--- src/rtl/regfile_arbiter.sv ---
// regfile_arbiter: single owner of the card regfile port set. Arbitrates
// the colour writer, the state writer, the single-card reader and the
// DEPTH-entry sweep engine onto one regfile operation per cycle.
// Grant priority: wr1 > wr0 > rd > sweep step.
module regfile_arbiter #(
  parameter int DEPTH  = 16,
  parameter int ADDR_W = 4,
  parameter int DATA_W = 14
) (
  input  logic              clk,
  input  logic              rst,
  input  logic              wr0_req,
  input  logic [ADDR_W-1:0] wr0_addr,
  input  logic [DATA_W-1:0] wr0_data,
  output logic              wr0_ack,
  input  logic              wr1_req,
  input  logic [ADDR_W-1:0] wr1_addr,
  input  logic [1:0]        wr1_state,
  output logic              wr1_ack,
  input  logic              rd_req,
  input  logic [ADDR_W-1:0] rd_addr,
  output logic              rd_ack,
  output logic              rd_valid,
  output logic [DATA_W-1:0] rd_data,
  input  logic              sweep_start,
  output logic              sweep_valid,
  output logic [ADDR_W-1:0] sweep_index,
  output logic [DATA_W-1:0] sweep_data,
  output logic              sweep_done,
  output logic              busy,
  output logic [1:0]        regfile_w_enable,
  output logic [ADDR_W-1:0] regfile_w_address,
  output logic [DATA_W-1:0] regfile_w_data,
  output logic [ADDR_W-1:0] regfile_r_address,
  input  logic [DATA_W-1:0] regfile_r_data
);

  typedef enum logic [1:0] {IDLE, SWEEP, DRAIN} state_t;

  localparam logic [ADDR_W-1:0] LAST_IDX = ADDR_W'(DEPTH - 1);

  state_t              state_q, state_d;
  logic [ADDR_W-1:0]   cnt_q, cnt_d;

  logic                g_wr1, g_wr0, g_rd, g_sw;

  logic [1:0]          w_en_q;
  logic [ADDR_W-1:0]   w_addr_q;
  logic [DATA_W-1:0]   w_data_q;
  logic [ADDR_W-1:0]   r_addr_q;

  // Read tag pipeline: stage 1 = address presented, stage 2 = data returned.
  logic                rd_tag1_q, sw_tag1_q, last1_q;
  logic                rd_tag2_q, sw_tag2_q, last2_q;
  logic [ADDR_W-1:0]   idx2_q;
  logic [DATA_W-1:0]   rd_hold_q, sw_hold_q;

  // Fixed-priority grant; nothing is granted while reset is asserted.
  always_comb begin
    g_wr1 = rst & wr1_req;
    g_wr0 = rst & wr0_req & ~wr1_req;
    g_rd  = rst & rd_req & ~wr1_req & ~wr0_req;
    g_sw  = rst & (state_q == SWEEP) & ~wr1_req & ~wr0_req & ~rd_req;
  end

  assign wr1_ack = g_wr1;
  assign wr0_ack = g_wr0;
  assign rd_ack  = g_rd;

  // Sweep FSM next state: a preempted cycle simply leaves the counter alone.
  always_comb begin
    state_d = state_q;
    cnt_d   = cnt_q;
    case (state_q)
      IDLE: begin
        if (sweep_start) begin
          state_d = SWEEP;
          cnt_d   = '0;
        end
      end
      SWEEP: begin
        if (g_sw) begin
          cnt_d = cnt_q + ADDR_W'(1);
          if (cnt_q == LAST_IDX) begin
            state_d = DRAIN;
            cnt_d   = '0;
          end
        end
      end
      DRAIN: begin
        if (sw_tag2_q && last2_q) state_d = IDLE;
      end
      default: state_d = IDLE;
    endcase
  end

  // FSM state and sweep counter registers.
  always_ff @(posedge clk or negedge rst) begin
    if (!rst) begin
      state_q <= IDLE;
      cnt_q   <= '0;
    end else begin
      state_q <= state_d;
      cnt_q   <= cnt_d;
    end
  end

  // Write port: enables are a one-cycle pulse, address/data hold otherwise.
  always_ff @(posedge clk or negedge rst) begin
    if (!rst) begin
      w_en_q   <= 2'b00;
      w_addr_q <= '0;
      w_data_q <= '0;
    end else begin
      w_en_q <= 2'b00;
      if (g_wr1) begin
        w_en_q   <= 2'b01;
        w_addr_q <= wr1_addr;
        w_data_q <= {{(DATA_W-2){1'b0}}, wr1_state};
      end else if (g_wr0) begin
        w_en_q   <= 2'b11;
        w_addr_q <= wr0_addr;
        w_data_q <= wr0_data;
      end
    end
  end

  // Read issue: load the regfile address and launch a tag for the data slot.
  always_ff @(posedge clk or negedge rst) begin
    if (!rst) begin
      r_addr_q  <= '0;
      rd_tag1_q <= 1'b0;
      sw_tag1_q <= 1'b0;
      last1_q   <= 1'b0;
    end else begin
      rd_tag1_q <= g_rd;
      sw_tag1_q <= g_sw;
      last1_q   <= g_sw && (cnt_q == LAST_IDX);
      if (g_rd)      r_addr_q <= rd_addr;
      else if (g_sw) r_addr_q <= cnt_q;
    end
  end

  // Data-return stage: tags arrive with the regfile data, results are held.
  always_ff @(posedge clk or negedge rst) begin
    if (!rst) begin
      rd_tag2_q <= 1'b0;
      sw_tag2_q <= 1'b0;
      last2_q   <= 1'b0;
      idx2_q    <= '0;
      rd_hold_q <= '0;
      sw_hold_q <= '0;
    end else begin
      rd_tag2_q <= rd_tag1_q;
      sw_tag2_q <= sw_tag1_q;
      last2_q   <= last1_q;
      if (sw_tag1_q) idx2_q    <= r_addr_q;
      if (rd_tag2_q) rd_hold_q <= regfile_r_data;
      if (sw_tag2_q) sw_hold_q <= regfile_r_data;
    end
  end

  assign regfile_w_enable  = w_en_q;
  assign regfile_w_address = w_addr_q;
  assign regfile_w_data    = w_data_q;
  assign regfile_r_address = r_addr_q;

  assign rd_valid    = rd_tag2_q;
  assign rd_data     = rd_tag2_q ? regfile_r_data : rd_hold_q;
  assign sweep_valid = sw_tag2_q;
  assign sweep_index = idx2_q;
  assign sweep_data  = sw_tag2_q ? regfile_r_data : sw_hold_q;
  assign sweep_done  = sw_tag2_q & last2_q;
  assign busy        = (state_q != IDLE) | rd_tag1_q | sw_tag1_q | rd_tag2_q | sw_tag2_q;

endmodule

--- config.mk ---
export PLATFORM = sky130hd
export DESIGN_NAME = regfile_arbiter
export DESIGN_NICKNAME = d
export VERILOG_FILES = /design/src/rtl/regfile_arbiter.sv
export SDC_FILE = /design/constraint.sdc
export NUM_CORES = 1
export LEC_CHECK = 0
export CAP_MARGIN = 25
export CORE_UTILIZATION = 61
export CTS_CLUSTER_SIZE = 20
export DETAILED_ROUTE_END_ITERATION = 16
export DONT_BUFFER_PORTS = 1
export PLACE_DENSITY = 0.87
export SLEW_MARGIN = 20
export SYNTH_ARGS = -nofsm -noshare
export SYNTH_HDL_FRONTEND = slang
export SYNTH_SLANG_ARGS = --single-unit
export TNS_END_PERCENT = 20
--- constraint.sdc ---
create_clock -name clk -period 1.6 [get_ports clk]
set_input_delay 0.16 -clock clk [delete_from_list [all_inputs] [get_ports clk]]
set_output_delay 0.16 -clock clk [all_outputs]
set_load 0.01 [all_outputs]
== Word-level counts from Yosys, hierarchy flattened ==
Cells that the tools add are included.
Storage, ports and cells
  register bits: 68
  bits of input ports: 48
  output and inout bits: 63
  word-level logic and storage cells: 69
Operators by class
  $add $sub $neg: 1
  equal/unequal tests: 7
  mux-type cells: 19
  bitwise gates (word level): 18
  reduce and logical (&&, ||, !) cells: 9
Operators by type and width (number)
  $mux W14: 4
  $mux W4: 7
  $mux W2: 6
  $and A1 B1 Y1: 11
  $pmux W4 S2: 1
  $reduce_bool A2 Y1: 4
  $ne A2 B2 Y1 const B: 3
  $pmux W2 S3: 1
  $add A4 B1 Y4 const B: 1
  $eq A4 B4 Y1 const B: 1
  $or A1 B1 Y1: 4
  $reduce_and A4 Y1: 1
  $not A1 Y1: 3
  $reduce_and A3 Y1: 1
  $eq A2 B1 Y1 const B: 1
  $eq A2 B2 Y1 const B: 1
  $logic_and A1 B1 Y1: 2
  $logic_not A2 Y1: 1
  $ne A2 B1 Y1 const B: 1

== Logic depth before layout (Yosys ltp) ==
Gate-level depths: netlist of run 1.
  depth after elaboration: 7
  mapped depth: 5
  mapped depth without buffers: 4

== Worst setup path before layout of run 1 ==
OpenSTA, ideal clock, no wires.
  kind: reg2out
  start point: reg sw_tag2_q, in the netlist sweep_valid
  end point: out sweep_data[0]
  arrival time: 1.380 ns
  data required time: 1.440 ns
  path slack: 0.060 ns
  cell stages (with the launch flop): 4
  buffers on the path: 2
  path through: dfrtp_1 -> clkbuf_1 -> buf_1 -> mux2_2
Between the ends
  longest elaborated chain between the ends: 1
RTL lines
  start, declared: line 54  | logic rd_tag2_q, sw_tag2_q, last2_q;
  start signal, assigned: line 155  | sw_tag2_q <= sw_tag1_q;
  $mux W14
  end, declared: line 28  | output logic [DATA_W-1:0] sweep_data,
No other way between the ends.

== Final worst setup path of run 1 ==
  start point: reg state_q[1]
  end point: reg cnt_q[3]
Between the ends
  longest elaborated chain between the ends: 7
RTL lines
  start, declared: line 42  | state_t state_q, state_d;
  start signal, assigned: line 103  | state_q <= state_d;
  $eq A2 B1 Y1: line 63, 74
  $and A1 B1 Y1 (4 in a row): line 63  | g_sw = rst & (state_q == SWEEP) & ~wr1_req & ~wr0_req & ~rd_req;
  $ne A2 B2 Y1 (no line)
  $reduce_and A3 Y1 (no line)
  end signal, assigned: line 104  | cnt_q <= cnt_d;
  end, declared: line 43  | logic [ADDR_W-1:0] cnt_q, cnt_d;
Parallel ways exist; a longest one is shown, timed or not.
A chain may end at the register's enable or synchronous reset.

==> impl_metrics.yaml, run 1 <==
run_status:
  status: "finished, violations left"
  failed_checks: "negative hold slack"
synth:
  ys_seq_area_share_pct: 63.8
  synth-edff-count: 0
  synth_fp_nets: 241
  ys_async_sr_fraction_pct: 100
  yosysWarnings: 0
  synth_seq_cells: 68
  synth_top_area_share_pct: 63.8
  yosys.area.top_type: "sky130_fd_sc_hd__dfrtp_1"
  syn-instance-count: 192
  primary_ff_master_synth: "sky130_fd_sc_hd__dfrtp_1"
  syn_area_per_cell_um2: 13.9
  synth_top_area_cells: "sky130_fd_sc_hd__dfrtp_1, sky130_fd_sc_hd__mux2_2, sky130_fd_sc_hd__a22o_1"
  syn_area_um2: 2670
  synth.distinct_cells: 33
setup_path:
  worstPathRequired_ps: 1850
  cp_peak_stage_delay_ps: 520
  critical-path-top-delay-family: "simple AND/OR/NAND/NOR gates"
  startpoint_type: "flip-flop"
  critical_path.cell_chain: "or3b_4 > or4_4 > nand3_1"
  cp_max_delay_cell: "sky130_fd_sc_hd__or4_4"
  arrival_ps: 1800
  timing_worst_setup_path_type: "flip-flop to flip-flop"
  cp_buf_inv_count: 0
  crit_path_end_kind: "flip-flop"
  worstPathMaxFanout: 7
  number_of_gates_on_the_worst_path_with_buffers_counted: 3
  rr_worst_depth: 3
worst_hold_path:
  hold_path.class: "primary input to asynchronous set/reset pin"
sta:
  final_period_minus_worst_setup_slack_ps: 1550
  finalMaxSlewViolations: 0
  timing.max_slew.rel_slack_pct: 73.9
  hold_ws_ps: -480
  finalSetupTns_ps: 0
  fin_skew_ps: 6.49
  maxClockFrequency_mhz: 646
  setup_violations: 0
  finalWorstSetupSlack_ps: 51.3
  finalCritPeriodShare_pct: 96.8
  rsz_0062_raised_after_global_routing: "no"
  tightest_slew_ps: 391
  timing.final.hold_violations: 68
final_layout:
  final_cell_count_without_fillers: 272
  finalNetCount: 267
  drive_gt1_share_pct: 28.8
  areaGrowthSynthToFinish_pct: 16.3
  antennaDiodeCount: 0
  fillerInstances: 256
grt:
  first_global_vias: 1773
  gr-usage-all-layers_pct: 26.1
  gr-usage-met1_pct: 28.4
  grt_pass1_wl_um: 8390
  busiest_layer: "met2"
  antenna_violations_before_repair: 0
  gr-total-overflow: 0
  use_met2_pct: 44.4
  gr-usage-met3_pct: 9.50
  largest_net_degree_at_the_start_of_global_routing: 75
die:
  placeableCoreArea_um2: 4090
  floorplan.die_area_um2: 4640
  ioPinCount: 111
  floorplan.die.height_um: 68.1
  fp-row-count: 23
  fp.dieW_um: 68.1
  floorplan.initialDensity_pct: 65.3
placed_design:
  dp_wirelength_um: 3780
  post-place-ws_ps: 49.1
  place.port_buffers: 0
  place.detailed.instances: 240
  place_congestion: 0.797
clock_network:
  numCtsBuffers: 9
  clock_path_buffers: 2
  cts_hold_buf: 14
  cts_htree_levels: 3
  cts_root_buf: "sky130_fd_sc_hd__clkbuf_8"
  tritoncts: "done"
  clock_latency_ps: 330
  clock_pin_slew_of_the_registers_on_the_worst_case_setup_and_hold_paths_ps: 70
  cts.sinks: 68
run:
  maximum_capacitance_violations: 0
route:
  antenna_left: 0
  detail_routed_via_count_per_cell: 6.11
  routed_wirelength_um: 5560
  detail_route.drc_violations: 0
  first_pass_iters: 4
  detailroute.via_count: 1661
  drt_first_iter_violations: 120
  avgRoutedWirePerCell_um: 20.4
pwr:
  cellLeakagePower_nw: 1.42
  power.density_nw_per_um2: 1290
  ir_worst_vdd_v: 0.000906
  post_layout_power_mw: 4.00
[kinds of logic after synthesis]
kind of cell	Yosys count	synth area share, %
simple gates	36	7.93
mux	39	16.1
flops	68	63.8
compound gates	34	9.61
fa+ha+maj	1	0.469
buf+inv	14	2.06
[per-stage QoR]
stage	hold slack (ps)	cell area, um2	utilization [%]
finish	-480	3100	75.9
global route	-504	3100	75.9
CTS	-491	3050	74.6
detailed placement	-134	2760	67.5
global placement	-134	2760	67.5
floorplan	-136	2670	-
[per-layer routing]
layer | wire length (um) | vias up
li1 | - | 748
met1 | 2130 | 799
met2 | 2880 | 101
met3 | 413 | 13
met4 | 133 | 0
met5 | 0 | -
[worst register-to-register path, stage by stage (launching register included)]
cell	delay (ps)
sky130_fd_sc_hd__dfrtp_2	440
sky130_fd_sc_hd__or3b_4	400
sky130_fd_sc_hd__or4_4	530
sky130_fd_sc_hd__nand3_1	120
[cell usage after synthesis, types with 2 or more instances]
master / number
sky130_fd_sc_hd__dfrtp_1: 68
sky130_fd_sc_hd__mux2_2: 32
sky130_fd_sc_hd__a22o_1: 12
sky130_fd_sc_hd__nand2_1: 11
sky130_fd_sc_hd__mux2i_1: 7
sky130_fd_sc_hd__clkbuf_1: 6
sky130_fd_sc_hd__o21ai_0: 6
sky130_fd_sc_hd__and2_1: 5
sky130_fd_sc_hd__a221o_1: 4
sky130_fd_sc_hd__inv_1: 4
sky130_fd_sc_hd__nand3_1: 4
sky130_fd_sc_hd__nor2_1: 3
sky130_fd_sc_hd__o21ai_1: 3
sky130_fd_sc_hd__a31oi_1: 2
sky130_fd_sc_hd__buf_2: 2
sky130_fd_sc_hd__nor2b_1: 2
sky130_fd_sc_hd__o211ai_1: 2
sky130_fd_sc_hd__o21bai_1: 2
sky130_fd_sc_hd__o31ai_1: 2
sky130_fd_sc_hd__or3b_2: 2
[worst paths after layout]
| path | from | end | slack, ps |
|---|---|---|---|
| max reg2reg | state_q[1] | cnt_q[3] | 50 |
| min | rst | rd_hold_q[1] | -480 |
| min in group clk | rd_req | cnt_q[2] | 40 |
| max | state_q[1] | cnt_q[3] | 50 |
| min reg2reg | last1_q | last2_q | 350 |
| max in group asynchronous | rst | state_q[1] | 1980 |
[state kept, by name, indices dropped and copies added (netlist names)]
name,cells
sweep_valid,1
regfile_w_enable,2
last2_q,1
sweep_index,4
regfile_r_address,4
rd_valid,1
regfile_w_address,4
rd_hold_q,14
last1_q,1
rd_tag1_q,1
sw_hold_q,14
regfile_w_data,14
cnt_q,4
state_q,2
sw_tag1_q,1
[report_power, final]
part,total [mW],internal [mW],switching [mW]
combinational,0.630,0.305,0.325
sequential,2.25,2.02,0.235
clock,1.12,0.547,0.568
[final cells by class]
cell class	instances	area [um2]	area share, %
well taps	50	62.6	2.02
inverters	5	18.8	0.605
flip-flops and latches	68	1710	55.0
multi-input cells	110	923	29.8
clock inverters	3	15.0	0.484
clock buffers	12	135	4.36
repair buffers	24	240	7.75
[cell usage in the layout, fill, tap and decap left out, types with 2 or more instances in the layout]
cell and instances:
sky130_fd_sc_hd__buf_4 8, sky130_fd_sc_hd__nor2_1 3, sky130_fd_sc_hd__a22o_1 12, sky130_fd_sc_hd__mux2i_1 7, sky130_fd_sc_hd__o21ai_0 6, sky130_fd_sc_hd__buf_12 2, sky130_fd_sc_hd__nor2b_1 2, sky130_fd_sc_hd__clkbuf_1 3
sky130_fd_sc_hd__inv_1 4, sky130_fd_sc_hd__o21bai_1 2, sky130_fd_sc_hd__o211ai_1 2, sky130_fd_sc_hd__a221o_1 4, sky130_fd_sc_hd__o31ai_1 2, sky130_fd_sc_hd__or3b_2 2, sky130_fd_sc_hd__dfrtp_1 66, sky130_fd_sc_hd__o21ai_1 3
sky130_fd_sc_hd__clkbuf_8 9, sky130_fd_sc_hd__clkinv_2 3, sky130_fd_sc_hd__or3b_4 2, sky130_fd_sc_hd__nand2_1 11, sky130_fd_sc_hd__dlygate4sd3_1 14, sky130_fd_sc_hd__and2_1 5, sky130_fd_sc_hd__a31oi_1 2, sky130_fd_sc_hd__nand3_1 4
sky130_fd_sc_hd__mux2_2 32
[repair_timing]
| item | 4_1_cts | 5_1_grt |
|---|---|---|
| hold endpoints to repair | 81 | 68 |
| buffers inserted | 0 | 3 |
| gates resized for setup | 1 | 5 |
| pin swaps | 0 | 1 |
| endpoints found under the setup margin | 15 | 2 |
No activity file was read; power rests on OpenSTA's default activity.
==> run 2, diff against run 1 <==
--- a/config.mk
+++ b/config.mk
@@ -6,11 +6,12 @@
 export NUM_CORES = 1
 export LEC_CHECK = 0
 export CAP_MARGIN = 25
-export CORE_UTILIZATION = 61
-export CTS_CLUSTER_SIZE = 20
+export CORE_ASPECT_RATIO = 0.9
+export CORE_UTILIZATION = 40
+export CTS_CLUSTER_SIZE = 10
 export DETAILED_ROUTE_END_ITERATION = 16
 export DONT_BUFFER_PORTS = 1
-export PLACE_DENSITY = 0.87
+export PLACE_DENSITY = 0.64
 export SLEW_MARGIN = 20
 export SYNTH_ARGS = -nofsm -noshare
 export SYNTH_HDL_FRONTEND = slang
==> impl_metrics.yaml, run 2 (synthesis results as in run 1) <==
sta:
  finalWorstSetupSlack_ps: 95.2
  finalSetupTns_ps: 0
  tightest_slew_ps: 418
  timing.max_slew.rel_slack_pct: 72.1
  maxClockFrequency_mhz: 665
  final_period_minus_worst_setup_slack_ps: 1500
  finalCritPeriodShare_pct: 94.0
  rsz_0062_raised_after_global_routing: "no"
  finalMaxSlewViolations: 0
  fin_skew_ps: 7.24
  setup_violations: 0
  hold_ws_ps: -480
  timing.final.hold_violations: 68
grt:
  first_global_vias: 1657
  largest_net_degree_at_the_start_of_global_routing: 75
  gr-total-overflow: 0
  gr-usage-all-layers_pct: 15.6
  grt_pass1_wl_um: 8080
  antenna_violations_before_repair: 0
setup_path:
  worstPathRequired_ps: 1870
  crit_path_end_kind: "flip-flop"
  startpoint_type: "flip-flop"
  cp_buf_inv_count: 0
  critical-path-top-delay-family: "simple AND/OR/NAND/NOR gates"
  arrival_ps: 1780
  cp_max_delay_cell: "sky130_fd_sc_hd__or4_1"
  critical_path.cell_chain: "or3b_1 > or4_1 > nand3_1"
  timing_worst_setup_path_type: "flip-flop to flip-flop"
  cp_peak_stage_delay_ps: 510
  worstPathMaxFanout: 7
final_layout:
  drive_gt1_share_pct: 26.4
  finalNetCount: 264
  layout_commonest_cell: "sky130_fd_sc_hd__dfrtp_1"
  final_cell_count_without_fillers: 307
  finish.utilization_pct: 50.4
  layout_common_cells: "sky130_fd_sc_hd__dfrtp_1, sky130_fd_sc_hd__mux2_2, sky130_fd_sc_hd__dlygate4sd3_1, sky130_fd_sc_hd__a22o_1, sky130_fd_sc_hd__nand2_1"
  antennaDiodeCount: 0
  areaGrowthSynthToFinish_pct: 18.7
die:
  placeableCoreArea_um2: 6280
  floorplan.die.height_um: 79.5
  ioPinCount: 111
  floorplan.die_area_um2: 7000
  floorplan.initialDensity_pct: 42.5
  fp-row-count: 27
  fp.dieW_um: 88.1
clock_network:
  clock_path_buffers: 2
  cts_hold_buf: 14
  cts.sinks: 68
  post-cts-setup-buffers: 0
  tritoncts: "done"
  cts_htree_levels: 3
  clock_latency_ps: 330
  clock_pin_slew_of_the_registers_on_the_worst_case_setup_and_hold_paths_ps: 70
  cts_root_buf: "sky130_fd_sc_hd__clkbuf_8"
  numCtsBuffers: 9
route:
  avgRoutedWirePerCell_um: 17.1
  detail_route.drc_violations: 0
  drt_first_iter_violations: 50
  detail_routed_via_count_per_cell: 5.23
  routed_wirelength_um: 5260
  detailroute.via_count: 1605
  antenna_left: 0
  first_pass_iters: 4
pwr:
  cellLeakagePower_nw: 1.43
  power.density_nw_per_um2: 1380
  ir_worst_vdd_v: 0.000461
run:
  maximum_capacitance_violations: 0
worst_hold_path:
  hold_path.class: "primary input to asynchronous set/reset pin"
placed_design:
  place.port_buffers: 0
  post-place-ws_ps: 97.2
  place.detailed.instances: 277
  place_congestion: 0.812
  dp_wirelength_um: 3530
run_status:
  status: "finished, violations left"
  failed_checks: "negative hold slack"
-- run 2: changes by cell type in the layout (fill, tap and decap cells not counted), sizes merged --
cell / delta
buf: -3
clkinvlp: +1
bufinv: +2
clkinv: -2
-- run 2: power breakdown --
group          internal [mW]  switching (mW)
Combinational          0.296           0.310
Clock                  0.919           0.597
Sequential              2.01           0.222
Total                   3.23            1.13
-- run 2: final cells by class --
cell class / count / area, um2
clock buffers: 12 / 145
multi-input cells: 110 / 911
fillers: 557 / 3120
repair buffers: 21 / 209
well taps: 87 / 109
flip-flops and latches: 68 / 1700
clock inverters: 4 / 72.6
inverters: 5 / 18.8
-- run 2: final timing paths --
check,slack (ps),endpoint,cells after the start,startpoint
max,100,cnt_q[3],3,state_q[1]
min,-480,rd_hold_q[0],0,rst
max reg2reg,100,cnt_q[3],3,state_q[1]
min reg2reg,360,last2_q,0,last1_q
max in group asynchronous,1980,regfile_w_data[8],0,rst
min in group clk,30,regfile_w_address[0],2,wr1_addr[0]
-- run 2: worst register-to-register path, cell delays in order (launching register included) --
cell and delay (ps):
sky130_fd_sc_hd__dfrtp_1 430, sky130_fd_sc_hd__or3b_1 420, sky130_fd_sc_hd__or4_1 510, sky130_fd_sc_hd__nand3_1 90
-- run 2: stage by stage --
stage               power [mW]  cell area, um2  hold WS (ps)
floorplan                 2.71            2670          -136
global placement          2.84            2810          -134
detailed placement        2.86            2810          -134
CTS                       4.43            3160          -506
global route              4.59            3170          -512
finish                    4.36            3170          -480
-- run 2: repair_timing --
action,CTS,global route
resized for setup,0,1
endpoints found under the setup margin,0,14
endpoints found under the hold margin,81,68
-- run 2: layer usage --
metal / up-vias / global-route usage, % / wire, um
met5: - / 0 / 0
met4: 0 / 8.71 / 89
met3: 8 / 6.41 / 575
met2: 94 / 22.2 / 2300
met1: 767 / 19.9 / 2290
li1: 736 / - / -
==> run 3, diff against run 2 <==
--- a/config.mk
+++ b/config.mk
@@ -11,7 +11,7 @@
 export CTS_CLUSTER_SIZE = 10
 export DETAILED_ROUTE_END_ITERATION = 16
 export DONT_BUFFER_PORTS = 1
-export PLACE_DENSITY = 0.64
+export PLACE_DENSITY = 0.66
 export SLEW_MARGIN = 20
 export SYNTH_ARGS = -nofsm -noshare
 export SYNTH_HDL_FRONTEND = slang
==> constraint.sdc (replaced) <==
create_clock -name clk -period 1.3 [get_ports clk]
set_input_delay 0.13 -clock clk [delete_from_list [all_inputs] [get_ports clk]]
set_output_delay 0.13 -clock clk [all_outputs]
set_load 0.01 [all_outputs]
==> impl_metrics.yaml, run 3 (synthesis results as in run 1) <==
placed_design:
  dp_wirelength_um: 3790
  place.port_buffers: 0
  standard_cell_area_after_detailed_placement_um2: 2880
  post-place-ws_ps: -114
  place_congestion: 0.857
die:
  fp-row-count: 27
  floorplan.initialDensity_pct: 42.5
  fp.dieW_um: 88.1
  floorplan.die.height_um: 79.5
  placeableCoreArea_um2: 6280
  ioPinCount: 111
  floorplan.die_area_um2: 7000
route:
  drt_first_iter_violations: 49
  detail_route.drc_violations: 0
  detail_routed_via_count_per_cell: 5.23
  routed_wirelength_um: 6090
  first_pass_iters: 4
  avgRoutedWirePerCell_um: 17.6
  antenna_left: 0
  detailroute.via_count: 1804
setup_path:
  arrival_ps: 1310
  worstPathRequired_ps: 1170
  r2r_start: "cnt_q[3]"
  startpoint_type: "flip-flop"
  crit_path_end_kind: "output port"
  timing_worst_setup_path_type: "flip-flop to output port"
  timing.rr.end: "cnt_q[3]"
  worstPathMaxFanout: 14
  rr_worst_depth: 3
  rrSetupSlack_ps: -120
grt:
  gr-usage-met1_pct: 20.5
  first_global_vias: 1942
  grt_pass1_wl_um: 9180
  gr-total-overflow: 0
  busiest_layer: "met2"
  gr-usage-met3_pct: 7.55
  largest_net_degree_at_the_start_of_global_routing: 75
  use_met2_pct: 28.9
  antenna_violations_before_repair: 0
  gr-usage-all-layers_pct: 18.1
sta:
  final_period_minus_worst_setup_slack_ps: 1440
  finalWorstSetupSlack_ps: -140
  finalCritPeriodShare_pct: 111
  setup_violations: 36
  finalSetupTns_ps: -3900
  timing.max_slew.rel_slack_pct: 72.2
  timing.final.hold_violations: 69
  maxClockFrequency_mhz: 694
  fin_skew_ps: 5.45
  rsz_0062_raised_after_global_routing: "yes"
  finalMaxSlewViolations: 0
  hold_ws_ps: -521
  tightest_slew_ps: 415
clock_network:
  cts_htree_levels: 3
  clock_latency_ps: 340
  cts.sinks: 68
  clock_path_buffers: 2
  numCtsBuffers: 9
  cts_root_buf: "sky130_fd_sc_hd__clkbuf_8"
  clock_pin_slew_of_the_registers_on_the_worst_case_setup_and_hold_paths_ps: 80
  tritoncts: "done"
run_status:
  status: "finished, violations left"
  failed_checks: "negative hold slack, negative setup slack"
pwr:
  ir_worst_vdd_v: 0.000622
  cellLeakagePower_nw: 1.64
  power.density_nw_per_um2: 1600
final_layout:
  layout_commonest_cell: "sky130_fd_sc_hd__dfrtp_1"
  antennaDiodeCount: 0
  layout_common_cells: "sky130_fd_sc_hd__dfrtp_1, sky130_fd_sc_hd__dlygate4sd3_1, sky130_fd_sc_hd__mux2_2, sky130_fd_sc_hd__buf_4, sky130_fd_sc_hd__a22o_1"
  finalNetCount: 302
  drive_gt1_share_pct: 29.5
  areaGrowthSynthToFinish_pct: 36.0
  finalInstanceArea_um2: 3630
  fillerInstances: 518
worst_hold_path:
  hold_path.class: "primary input to asynchronous set/reset pin"
run:
  maximum_capacitance_violations: 0
==> run 3: final cells by class <==
cell class	count	area (um2)	share of cell area [%]
clock inverters	6	111	3.07
repair buffers	59	576	15.9
flip-flops and latches	68	1700	46.9
well taps	87	109	3.00
multi-input cells	110	970	26.7
inverters	5	21.3	0.586
clock buffers	10	138	3.79
==> run 3: repair_timing <==
item / CTS / global route
hold endpoints to repair: 116 / 70
cloned: 0 / 0
hold buffers: 42 / 1
pin swaps: 3 / 1
resized for setup: 5 / 9
setup endpoints to repair: 36 / 37
buffers inserted: 1 / 0
==> run 3: report_power, final <==
group | leakage [nW] | total [mW] | switching [mW] | internal, mW
clock network | 0.122 | 2.11 | 0.785 | 1.33
logic | 0.671 | 0.946 | 0.447 | 0.500
registers | 0.847 | 2.75 | 0.274 | 2.48
total | 1.64 | 5.81 | 1.51 | 4.30
==> run 3: metrics by stage <==
stage | std cells | util [%] | total power [mW] | hold slack [ps]
5_1_grt | 345 | 57.7 | 6.10 | -554
4_1_cts | 344 | 56.9 | 5.83 | -547
3_3_place_gp | 285 | 45.9 | 3.54 | -164
6_report | 345 | 57.7 | 5.81 | -521
3_5_place_dp | 285 | 45.9 | 3.58 | -164
2_1_floorplan | 192 | - | 3.34 | -166
==> run 3: worst max-delay path by stage <==
| stage | endpoint | from | slack (ps) |
|---|---|---|---|
| 3_5_place_dp | cnt_q[0] | state_q[1] | -110 |
| 3_3_place_gp | cnt_q[3] | cnt_q[3] | -90 |
| 2_1_floorplan | cnt_q[3] | state_q[0] | -120 |
| 5_1_grt | sweep_data[12] | sweep_valid | -200 |
| 6_report | sweep_data[12] | sweep_valid | -140 |
| 4_1_cts | rd_data[10] | rd_valid | -170 |
==> run 3: metal layers <==
| layer | wire length [um] | vias up |
|---|---|---|
| met5 | 0 | - |
| met4 | 112 | 0 |
| met3 | 628 | 10 |
| met2 | 2840 | 99 |
| met1 | 2510 | 882 |
| li1 | - | 813 |
==> run 3: worst max-delay path, cell delays in order (launching register included) <==
cell and delay (ps):
sky130_fd_sc_hd__dfrtp_2 420, sky130_fd_sc_hd__buf_12 160, sky130_fd_sc_hd__mux2_2 390
